## config.mk

```make
export PLATFORM = sky130hd
export DESIGN_NAME = stoch_mul_sched
export DESIGN_NICKNAME = d
export VERILOG_FILES = /design/src/rtl/stoch_mul_sched.sv
export SDC_FILE = /design/constraint.sdc
export NUM_CORES = 1
export LEC_CHECK = 0
export ABC_CLOCK_PERIOD_IN_PS = 2100
export BUFFER_PORTS_ARGS = -buffer_cell sky130_fd_sc_hd__buf_2
export CAP_MARGIN = 25
export CORE_AREA = 2 2 90 92
export CTS_BUF_LIST = sky130_fd_sc_hd__clkbuf_4 sky130_fd_sc_hd__clkbuf_8 sky130_fd_sc_hd__clkbuf_16
export CTS_CLUSTER_DIAMETER = 30
export CTS_CLUSTER_SIZE = 40
export DETAILED_ROUTE_END_ITERATION = 12
export DIE_AREA = 0 0 92 94
export GPL_TIMING_DRIVEN = 0
export PLACE_DENSITY = 0.7
export SLEW_MARGIN = 40
export SYNTH_ARGS = -nofsm -noshare
export SYNTH_HDL_FRONTEND = slang
export SYNTH_SLANG_ARGS = --single-unit
```

## constraint.sdc

```tcl
create_clock -name clk -period 2.1 [get_ports clk]
set_input_delay 0 -clock clk [delete_from_list [all_inputs] [get_ports clk]]
set_output_delay 0 -clock clk [all_outputs]
set_load 0.03 [all_outputs]
```

## src/rtl/stoch_mul_sched.sv

```systemverilog
// Round-robin scheduler for the shared stochastic multiplier: accepts one operand pair at a time,
// reseeds two 31-bit LFSRs and counts product ones over a 2^WIN_LOG2 window. Macro STOCH_BIPOLAR_EN selects XNOR multiply.
module stoch_mul_sched #(
  parameter int unsigned WIN_LOG2 = 3,
  parameter logic [30:0] SEED_A   = 31'd1,
  parameter logic [30:0] SEED_B   = 31'd2
) (
  input  logic                clk,
  input  logic                rst_n,
  input  logic [1:0]          req_valid_i,
  output logic [1:0]          req_ready_o,
  input  logic [7:0]          op0_i,
  input  logic [7:0]          op1_i,
  output logic [1:0]          res_valid_o,
  output logic [WIN_LOG2:0]   res_count_o,
  output logic                busy_o
);

  typedef enum logic [1:0] {
    S_IDLE = 2'd0,
    S_LOAD = 2'd1,
    S_RUN  = 2'd2,
    S_DONE = 2'd3
  } state_e;

  localparam logic [WIN_LOG2-1:0] LAST_BIT = {WIN_LOG2{1'b1}};

  function automatic logic prod_bit(input logic sa, input logic sb);
`ifdef STOCH_BIPOLAR_EN
    prod_bit = ~(sa ^ sb);
`else
    prod_bit = sa & sb;
`endif
  endfunction

  function automatic logic [30:0] lfsr_step(input logic [30:0] v);
    lfsr_step = {v[29:0], v[27] ^ v[30]};
  endfunction

  state_e              state_q, state_d;
  logic                last_grant_q, last_grant_d;
  logic                owner_q, owner_d;
  logic [3:0]          op_a_q, op_a_d;
  logic [3:0]          op_b_q, op_b_d;
  logic [30:0]         lfsr_a_q, lfsr_a_d;
  logic [30:0]         lfsr_b_q, lfsr_b_d;
  logic [WIN_LOG2-1:0] bit_cnt_q, bit_cnt_d;
  logic [WIN_LOG2:0]   ones_q, ones_d;
  logic [1:0]          res_valid_q, res_valid_d;
  logic [WIN_LOG2:0]   res_count_q, res_count_d;
  logic                busy_q;

  logic                grant_s;
  logic                hs_s;
  logic                sa_s;
  logic                sb_s;
  logic                p_s;
  logic [7:0]          op_sel_s;

  // Round-robin pick: on contention the requester that was not served last wins.
  always_comb begin
    grant_s = 1'b0;
    if (req_valid_i == 2'b11) begin
      grant_s = ~last_grant_q;
    end else if (req_valid_i[1]) begin
      grant_s = 1'b1;
    end else begin
      grant_s = 1'b0;
    end
  end

  // Handshake is only offered in IDLE, and only to the granted requester.
  always_comb begin
    req_ready_o = 2'b00;
    if (state_q == S_IDLE) begin
      if (grant_s) begin
        req_ready_o = {req_valid_i[1], 1'b0};
      end else begin
        req_ready_o = {1'b0, req_valid_i[0]};
      end
    end else begin
      req_ready_o = 2'b00;
    end
  end

  // Bitstream comparators and the product bit for the current RUN cycle.
  always_comb begin
    hs_s     = |req_ready_o;
    op_sel_s = grant_s ? op1_i : op0_i;
    sa_s     = (lfsr_a_q[3:0] < op_a_q);
    sb_s     = (lfsr_b_q[3:0] < op_b_q);
    p_s      = prod_bit(sa_s, sb_s);
  end

  // Next-state and datapath updates for the scheduler FSM.
  always_comb begin
    state_d      = state_q;
    last_grant_d = last_grant_q;
    owner_d      = owner_q;
    op_a_d       = op_a_q;
    op_b_d       = op_b_q;
    lfsr_a_d     = lfsr_a_q;
    lfsr_b_d     = lfsr_b_q;
    bit_cnt_d    = bit_cnt_q;
    ones_d       = ones_q;
    res_valid_d  = 2'b00;
    res_count_d  = res_count_q;
    case (state_q)
      S_IDLE: begin
        if (hs_s) begin
          op_a_d       = op_sel_s[3:0];
          op_b_d       = op_sel_s[7:4];
          owner_d      = grant_s;
          last_grant_d = grant_s;
          state_d      = S_LOAD;
        end else begin
          state_d      = S_IDLE;
        end
      end
      S_LOAD: begin
        lfsr_a_d  = SEED_A;
        lfsr_b_d  = SEED_B;
        bit_cnt_d = '0;
        ones_d    = '0;
        state_d   = S_RUN;
      end
      S_RUN: begin
        ones_d    = ones_q + (WIN_LOG2+1)'(p_s);
        lfsr_a_d  = lfsr_step(lfsr_a_q);
        lfsr_b_d  = lfsr_step(lfsr_b_q);
        bit_cnt_d = bit_cnt_q + WIN_LOG2'(1);
        if (bit_cnt_q == LAST_BIT) begin
          // Result strobe is registered so it lines up with the DONE cycle.
          res_valid_d = owner_q ? 2'b10 : 2'b01;
          res_count_d = ones_q + (WIN_LOG2+1)'(p_s);
          state_d     = S_DONE;
        end else begin
          state_d     = S_RUN;
        end
      end
      S_DONE: begin
        state_d = S_IDLE;
      end
      default: begin
        state_d = S_IDLE;
      end
    endcase
  end

  // State and datapath registers; reset aborts any job in flight.
  always_ff @(posedge clk or posedge rst_n) begin
    if (rst_n) begin
      state_q      <= S_IDLE;
      last_grant_q <= 1'b1;
      owner_q      <= 1'b0;
      op_a_q       <= 4'd0;
      op_b_q       <= 4'd0;
      lfsr_a_q     <= SEED_A;
      lfsr_b_q     <= SEED_B;
      bit_cnt_q    <= '0;
      ones_q       <= '0;
      res_valid_q  <= 2'b00;
      res_count_q  <= '0;
      busy_q       <= 1'b0;
    end else begin
      state_q      <= state_d;
      last_grant_q <= last_grant_d;
      owner_q      <= owner_d;
      op_a_q       <= op_a_d;
      op_b_q       <= op_b_d;
      lfsr_a_q     <= lfsr_a_d;
      lfsr_b_q     <= lfsr_b_d;
      bit_cnt_q    <= bit_cnt_d;
      ones_q       <= ones_d;
      res_valid_q  <= res_valid_d;
      res_count_q  <= res_count_d;
      busy_q       <= (state_d != S_IDLE);
    end
  end

  assign res_valid_o = res_valid_q;
  assign res_count_o = res_count_q;
  assign busy_o      = busy_q;

endmodule

```

# Word-level counts from Yosys, hierarchy flattened

Cells that the tools add are included.
W data, S select, Z words.

Register bits after elaboration: 88
Input port bits: 20
Output and inout bits: 9
Word-level logic and storage cells: 46

Add/sub/neg operators: 2
Order comparisons: 2
Equal/unequal tests: 5
Muxes and demuxes: 15
Bitwise operators: 4
Reduce and logical (&&, ||, !) cells: 6

Operators by type and width:

| cell                  | count |
|---|---|
| $pmux W31 S2          | 2 |
| $mux W2               | 5 |
| $lt A4 B4 Y1          | 2 |
| $mux W8               | 1 |
| $pmux W2 S4           | 1 |
| $pmux W4 S2           | 1 |
| $eq A2 B2 Y1 const B  | 3 |
| $pmux W3 S2           | 1 |
| $add A4 B1 Y4         | 1 |
| $mux W1               | 4 |
| $reduce_and A2 Y1     | 2 |
| $reduce_bool A2 Y1    | 2 |
| $add A3 B1 Y3 const B | 1 |
| $eq A3 B3 Y1 const B  | 1 |
| $eq A2 B1 Y1 const B  | 1 |
| $logic_not A2 Y1      | 1 |
| $reduce_or A2 Y1      | 1 |
| $xor A1 B1 Y1         | 2 |
| $and A1 B1 Y1         | 1 |
| $not A1 Y1            | 1 |

# Depth between registers and ports, before layout

Gate-level depths: netlist of run 1.

Depth after elaboration: 8
Gate-level depth with buffers: 10
Depth with buffers taken out: 10

# Worst setup path before layout of run 1

Ideal clock, no wire load.

Kind: register to register
From: register op_a_q[3]
To: register ones_q[2]
Setup time: 120 ps
Data arrival time: 1988 ps
Data required time: 1980 ps
Slack: -8 ps
Cell stages (with the launch flop): 11
Path buffers: 0
Period minus slack after synthesis: 2108 ps
Path through: dfrtp_1 > inv_1 > ha_1 > or4_1 > a21oi_1 > o22a_2 > ha_1 > ha_1 > nand2b_1 > a21oi_1 > a31o_2

Longest elaborated chain between the ends: 4

Ends and longest elaborated chain:

| what                   | line | source |
|---|---|---|
| start, declared        | 43   | `logic [3:0] op_a_q, op_a_d;` |
| start signal, assigned | 169  | `op_a_q <= op_a_d;` |
| $lt A4 B4 Y1           | 90   | `sa_s = (lfsr_a_q[3:0] < op_a_q);` |
| $and A1 B1 Y1          | 32   | `prod_bit = sa & sb;` |
| $add A4 B1 Y4          | 128  | `ones_d = ones_q + (WIN_LOG2+1)'(p_s);` |
| $pmux W4 S2            | 108  | `case (state_q)` |
| end signal, assigned   | 174  | `ones_q <= ones_d;` |
| end, declared          | 48   | `logic [WIN_LOG2:0] ones_q, ones_d;` |

Every way passes these cells.
A chain may end at the register's enable or synchronous reset.

# Final worst setup path of run 1

From: register op_b_q[1]
To: register ones_q[2]

Longest elaborated chain between the ends: 4

Ends and longest elaborated chain:

| what                   | line | source |
|---|---|---|
| start, declared        | 44   | `logic [3:0] op_b_q, op_b_d;` |
| start signal, assigned | 170  | `op_b_q <= op_b_d;` |
| $lt A4 B4 Y1           | 91   | `sb_s = (lfsr_b_q[3:0] < op_b_q);` |
| $and A1 B1 Y1          | 32   |  |
| $add A4 B1 Y4          | 128  |  |
| $pmux W4 S2            | 108  |  |

Every way passes these cells.

==> results of run 1 <==
-- repair_timing --
item	CTS	global route
setup endpoints to repair	6	11
hold endpoints to repair	60	0
pin swaps	5	2
hold buffers	20	0
gates resized for setup	10	6
setup buffers	3	4
gates cloned	0	0
-- cells by family after synthesis --
kind of cell    after synthesis  share of synthesized area, %
flops                        88                          59.4
simple gates                 79                          9.73
fa+ha+maj                    13                          4.38
xor+xnor                      4                         0.943
mux                           2                         0.606
compound gates               92                          14.8
buf+inv                      95                          10.1
-- layout make-up --
type | instances | area share (%)
sequential | 88 | 47.2
buffer | 20 | 2.04
multi-input combinational | 190 | 25.9
inverter | 75 | 6.11
clock inverter | 6 | 2.46
timing repair buffer | 59 | 10.6
tap | 102 | 2.73
clock buffer | 10 | 2.95
-- metal layers --
layer / up-vias / GRT usage, %
li1: 1376 / -
met1: 1369 / 25.4
met2: 25 / 31.4
met3: 11 / 3.61
met4: 0 / 8.58
met5: - / 0
-- worst max-delay path, cell delays in order, from the launching register on --
cell and delay, ns:
sky130_fd_sc_hd__dfrtp_1 0.37, sky130_fd_sc_hd__inv_1 0.05, sky130_fd_sc_hd__ha_2 0.17, sky130_fd_sc_hd__or4_4 0.52, sky130_fd_sc_hd__a21oi_2 0.13, sky130_fd_sc_hd__o22a_2 0.20
sky130_fd_sc_hd__ha_4 0.15, sky130_fd_sc_hd__ha_4 0.13, sky130_fd_sc_hd__nand2b_4 0.11, sky130_fd_sc_hd__a21oi_2 0.05, sky130_fd_sc_hd__a31o_2 0.21
-- cell usage in the layout, fill, tap and decap left out, drive strengths merged, types with 12 or more instances in the layout --
cell / instances
buf: 55
ha: 13
dfrtp: 85
nand2: 25
o22ai: 33
dlygate4sd3: 20
inv: 75
nand3: 31
o21ai: 37
nor2: 12
clkbuf: 14
-- metrics by stage --
stage / TNS [ns] / util, % / power [uW] / instances / hold slack, ns
after global placement: -0.420 / 52.6 / 4280 / 503 / 0.246
after detailed placement: -0.616 / 53.9 / 4380 / 507 / 0.00243
after CTS: -0.160 / 60.8 / 6120 / 546 / 0.158
final: -0.183 / 61.4 / 6170 / 550 / 0.157
after floorplan: 0 / - / 3760 / 373 / 0.103
after global routing: -0.521 / 61.4 / 6620 / 550 / 0.179
-- how the worst min path moves through the flow --
stage                               from                       end  slack, ns
after global placement    req_valid_i[1]  last_grant_q$_DFFE_PP1P_       0.25
after CTS                          rst_n  lfsr_b_q[27]$_DFFE_PP0P_       0.16
after floorplan           req_valid_i[1]  last_grant_q$_DFFE_PP1P_       0.10
after detailed placement           rst_n   lfsr_a_q[4]$_DFFE_PP0P_      0.002
final                              rst_n  lfsr_b_q[27]$_DFFE_PP0P_       0.16
after global routing               rst_n  lfsr_b_q[27]$_DFFE_PP0P_       0.18
-- registers in the layout, indices dropped and copies added, names as in the netlist --
signal,cells
lfsr_b_q,31
res_count_o,4
res_valid_o,2
lfsr_a_q,31
ones_q,4
last_grant_q,1
owner_q,1
op_b_q,4
bit_cnt_q,3
state_q,2
op_a_q,4
busy_o,1
-- power by group through the flow --
| stage | combinational (uW) | sequential, uW | clock (uW) |
|---|---|---|---|
| floorplan | 1570 | 2190 | 0 |
| global placement | 2100 | 2180 | 0 |
| detailed placement | 2180 | 2200 | 0 |
| CTS | 2490 | 2170 | 1460 |
| global route | 2890 | 2200 | 1530 |
| finish | 2560 | 2170 | 1440 |
==> out/results.ini, run 1 <==
[outcome]
outcome=finished with violations
violated_checks=negative setup slack

[global_route]
grt_start_max_net_pins=24
globalRoute.totalOverflow=0
grt_util_all_layers_pct=19.3
grt_pass1_vias=2848
initial_antenna_violation_count=0
grt_first_pass_wirelength_mm=13.1

[floorplan]
die_area_um2=8650
pin_count=29
die_h_um=94
floorplan.die.width_um=92
start_util_pct=48.8
core_region_area_um2=7610
num_rows=32

[yosys]
yosysWarningCount=0
yosys.cell_types.count=35
share_of_the_yosys_chip_area_belonging_to_registers_pct=59.4
syn_area_um2=3710
netlist_instances=373
synth_top_cells_by_area=sky130_fd_sc_hd__dfrtp_1 (57%), sky130_fd_sc_hd__inv_1 (7.6%), sky130_fd_sc_hd__o22ai_1 (5.6%)
synthTopCellsByCount=sky130_fd_sc_hd__dfrtp_1 (85), sky130_fd_sc_hd__inv_1 (75), sky130_fd_sc_hd__o21ai_0 (37)
dominantRegCellSynth=sky130_fd_sc_hd__dfrtp_1
netlist.area_leader.share_pct=57.3
asyncSetResetFlopFracSynth_pct=100
post_synth.cell_area_avg_um2=9.96
synthMostInstantiatedCell=sky130_fd_sc_hd__dfrtp_1
synthDominantAreaCellType=sky130_fd_sc_hd__dfrtp_1
synth_edf_count=0
yosys_register_bits=88
synth_fp_nets=406

[finish]
fillCellCount=614
design.final.nets=476
regArea_um2=2210
area_growth_syn_to_layout_pct=25.8
multiInputGateArea_um2=1210
post_route_cells_drive_above_1_share_pct=21.0
diodes=0
final_area_um2=4670

[setup_path]
crit_path_end_kind=flop
cp-endpoint=ones_q[2]$_DFFE_PP0P_
worst_ep_arrival_time_ns=2.44
critPathKind=flop to flop
critPathRequiredTime_ns=2.36
crit_path_max_fanout=3
depth_of_the_most_critical_reg_to_reg_path=10
cp-startpoint=op_b_q[1]$_DFFE_PP0P_
timing.rr.start=op_b_q[1]$_DFFE_PP0P_
crit-reg2reg-capture=ones_q[2]$_DFFE_PP0P_
critical_path.startpoint_type=flop
r2r_setup_slack_ns=-0.08

[timing]
period_share_pct=104
layout_skew_ns=0.0130
fmax_ghz=0.459
final.setup.worst_slack_ns=-0.0809
timing.max_slew.rel_slack_pct=68.7
worstMarginPinSlew_ns=0.469
period_needed_ns=2.18
final_hold_viol_count=0
max_transition_viols_final=0
rsz0062_at_grt=yes
timing.final.setup_violations=4

[placed_design]
dpl-instance-area_um2=4100
dpl_worst_slack_ns=-0.189
place.gp.congestion=0.738
portBuffers=28
hpwl_mm=4.90

[routing]
drt-pass1-iter-count=4
detail_routed_net_length_per_standard_cell_um=13.4
vias_per_cell=5.06
post-route-drc-count=0
met3_wirelength_um=168
route.antenna.remaining_nets=0
top_layer=met4
met1Wirelength_mm=3.45
dr_wl_met2_mm=3.61
vias=2781
detail_route.wirelength_mm=7.35
drt_iter0_markers=135

[power]
cellInternalPower_uw=3820
clockPowerShare_pct=23.3
vdd_ir_drop_max_uv=816
cellPowerDensity_nw_per_um2=1320
power.switching_uw=2350
sw_frac_of_total_pct=38.1
sequentialPowerShare_pct=35.2
power.combinational.fraction_pct=41.5
p_leak_uw=0.00211

[clock_network]
cts.sinks=88
path_clk_slew_ns=0.09
cts.root.buffer_cell=sky130_fd_sc_hd__clkbuf_8
tritoncts_clock_tree=built
cts_made_buffers=9
cts_buffer_depth=2
worst_skew_pair.late_latency_ns=0.36
cts_max_level=3

[run]
maxCapViolCount=0

[worst_hold_path]
min-delay-path-class=primary input to async pin

Note: power is estimated with default switching activity, not from simulation.
==> run 2: changes to the inputs <==
--- a/config.mk
+++ b/config.mk
@@ -5,7 +5,7 @@
 export SDC_FILE = /design/constraint.sdc
 export NUM_CORES = 1
 export LEC_CHECK = 0
-export ABC_CLOCK_PERIOD_IN_PS = 2100
+export ABC_CLOCK_PERIOD_IN_PS = 2700
 export BUFFER_PORTS_ARGS = -buffer_cell sky130_fd_sc_hd__buf_2
 export CAP_MARGIN = 25
 export CORE_AREA = 2 2 90 92
@@ -15,7 +15,7 @@
 export DETAILED_ROUTE_END_ITERATION = 12
 export DIE_AREA = 0 0 92 94
 export GPL_TIMING_DRIVEN = 0
-export PLACE_DENSITY = 0.7
+export PLACE_DENSITY = 0.68
 export SLEW_MARGIN = 40
 export SYNTH_ARGS = -nofsm -noshare
 export SYNTH_HDL_FRONTEND = slang
==> constraint.sdc (replaced) <==
create_clock -name clk -period 2.7 [get_ports clk]
set_input_delay 0 -clock clk [delete_from_list [all_inputs] [get_ports clk]]
set_output_delay 0 -clock clk [all_outputs]
set_load 0.03 [all_outputs]
==> out/results.ini, run 2 (synthesis results as in run 1) <==
[outcome]
outcome=completed

[routing]
post-route-drc-count=0  ; unchanged
vias_per_cell=5.03  ; -0.45%
route.antenna.remaining_nets=0  ; unchanged
vias=2713  ; -2.4%
detail_route.wirelength_mm=7.24  ; -1.5%
drt-pass1-iter-count=4  ; unchanged
drt_iter0_markers=103  ; -24%
detail_routed_net_length_per_standard_cell_um=13.4  ; +0.54%

[setup_path]
cp-startpoint=op_a_q[3]$_DFFE_PP0P_
critical_path.startpoint_type=flop
worst_ep_arrival_time_ns=2.53  ; +0.09 ns
crit_path_end_kind=flop
critPathKind=flop to flop
r2r_setup_slack_ns=0.42  ; +0.50 ns
crit-reg2reg-capture=ones_q[2]$_DFFE_PP0P_
depth_of_the_most_critical_reg_to_reg_path=10  ; unchanged
crit_path_max_fanout=3  ; unchanged
critPathRequiredTime_ns=2.95  ; +0.59 ns
timing.rr.start=op_a_q[3]$_DFFE_PP0P_
cp-endpoint=ones_q[2]$_DFFE_PP0P_

[floorplan]
die_h_um=94  ; unchanged
die_area_um2=8650  ; unchanged
pin_count=29  ; unchanged
start_util_pct=48.8  ; unchanged
core_region_area_um2=7610  ; unchanged
num_rows=32  ; unchanged
floorplan.die.width_um=92  ; unchanged

[finish]
diodes=0  ; unchanged
area_growth_syn_to_layout_pct=18.7
reg.largest.list=lfsr_a_q (31), lfsr_b_q (31)
final_common_cell=sky130_fd_sc_hd__dfrtp_1
layout_common_cells=sky130_fd_sc_hd__dfrtp_1 (85), sky130_fd_sc_hd__inv_1 (74), sky130_fd_sc_hd__buf_2 (40), sky130_fd_sc_hd__o21ai_0 (37), sky130_fd_sc_hd__o22ai_1 (33)
fillCellCount=675  ; +9.9%
design.final.nets=465  ; -2.3%
post_route_cells_drive_above_1_share_pct=16.0  ; -5.0 points
final_area_um2=4410  ; -5.7%

[global_route]
busiest_layer=met2
initial_antenna_violation_count=0  ; unchanged
grt_start_max_net_pins=46  ; +92%
grt_pass1_vias=2822  ; -0.91%
globalRoute.totalOverflow=0  ; unchanged
met2_capacity_usage_during_global_routing_pct=30.7  ; -0.74 points
grt_first_pass_wirelength_mm=12.8  ; -2.8%
grt_util_met1_pct=24.6  ; -0.81 points
groute.layer.met3.usage_pct=4.25  ; +0.64 points
grt_util_all_layers_pct=18.8  ; -0.51 points

[placed_design]
portBuffers=28  ; unchanged
dpl-instance-area_um2=4020  ; -2.2%
hpwl_mm=4.82  ; -1.6%
dpl_worst_slack_ns=0.399  ; +0.588 ns
place.gp.congestion=0.770  ; +4.3%

[clock_network]
worst_skew_pair.late_latency_ns=0.35  ; about the same
cts.root.buffer_cell=sky130_fd_sc_hd__clkbuf_8
cts_made_buffers=9  ; unchanged
path_clk_slew_ns=0.09  ; about the same
cts_buffer_depth=2  ; unchanged
tritoncts_clock_tree=built
cts.sinks=88  ; unchanged
post_cts.resized_instances=0  ; -10
cts_max_level=3  ; unchanged

[timing]
max_transition_viols_final=0  ; unchanged
period_needed_ns=2.28  ; +0.102 ns
final_hold_viol_count=0  ; unchanged
timing.final.setup_violations=0  ; -4
final.setup.worst_slack_ns=0.417  ; +0.498 ns
rsz0062_at_grt=no
period_share_pct=84.5  ; -19 points
layout_skew_ns=0.00762  ; -0.00542 ns
timing.max_slew.rel_slack_pct=69.4  ; +0.69 points
fmax_ghz=0.438  ; -4.5%
worstMarginPinSlew_ns=0.459  ; -0.0103 ns

[worst_hold_path]
min-delay-path-class=primary input to async pin

[power]
vdd_ir_drop_max_uv=654  ; -20%
cellPowerDensity_nw_per_um2=999  ; -24%
p_leak_uw=0.00203  ; -4.0%

[run]
maxCapViolCount=0  ; unchanged

run 2: area by class of cell:
type                    instances  area [um^2]  share of cell area [%]
repair buffers                 48          358                    8.12
multi-input cells             190         1130                    25.7
clock buffers                   9          124                    2.81
clock inverters                 7         78.8                    1.79
well taps                     102          128                    2.90
inverters                      75          287                    6.50
plain buffers                  20         95.1                    2.16
flip-flops and latches         88         2210                    50.0
run 2: routing by layer:
layer	wire, um	part of all wire, %
met5	0	0
met4	117	1.6
met3	143	2.0
met2	3580	49
met1	3400	47
run 2: critical path: stages (launching register included):
cell and delay, ns:
sky130_fd_sc_hd__dfrtp_1 0.36, sky130_fd_sc_hd__inv_1 0.05, sky130_fd_sc_hd__ha_1 0.20, sky130_fd_sc_hd__or4_1 0.51, sky130_fd_sc_hd__a21oi_1 0.14, sky130_fd_sc_hd__o22a_2 0.17, sky130_fd_sc_hd__ha_1 0.16, sky130_fd_sc_hd__ha_1 0.19
sky130_fd_sc_hd__nand2b_1 0.11, sky130_fd_sc_hd__a21oi_1 0.06, sky130_fd_sc_hd__a31o_2 0.22
run 2: worst min-delay path by stage:
stage                        start                  endpoint  slack, ns  depth (start not counted)
finish                       rst_n     op_a_q[3]$_DFFE_PP0P_       0.20                          3
global route                 rst_n  lfsr_b_q[28]$_DFFE_PP0P_       0.24                          3
CTS                          rst_n  lfsr_a_q[11]$_DFFE_PP0P_       0.20                          3
detailed placement           rst_n     op_a_q[3]$_DFFE_PP0P_       0.04                          2
global placement          op0_i[4]     op_b_q[0]$_DFFE_PP0P_       0.25                          3
floorplan           req_valid_i[1]  last_grant_q$_DFFE_PP1P_       0.10                          2
run 2: per-stage QoR:
step	TNS, ns	std cells	hold WS [ns]	utilization (%)	total power [uW]
3_5_place_dp	0	504	0.0424	52.8	3370
4_1_cts	0	539	0.197	57.9	4440
5_1_grt	0	539	0.235	57.9	4760
6_report	0	539	0.197	57.9	4410
3_3_place_gp	-47.80	503	0.248	52.4	3310
2_1_floorplan	0	373	0.103	-	2900
run 2: timing repair:
action                    4_1_cts  5_1_grt
hold endpoints to repair       53        0
hold buffers                   19        0
buffers inserted                0        0
run 2: where the power goes:
group          internal [uW]  total [uW]  switching, uW
clock                    438         931            494
combinational            648        1790           1150
sequential              1550        1680            129
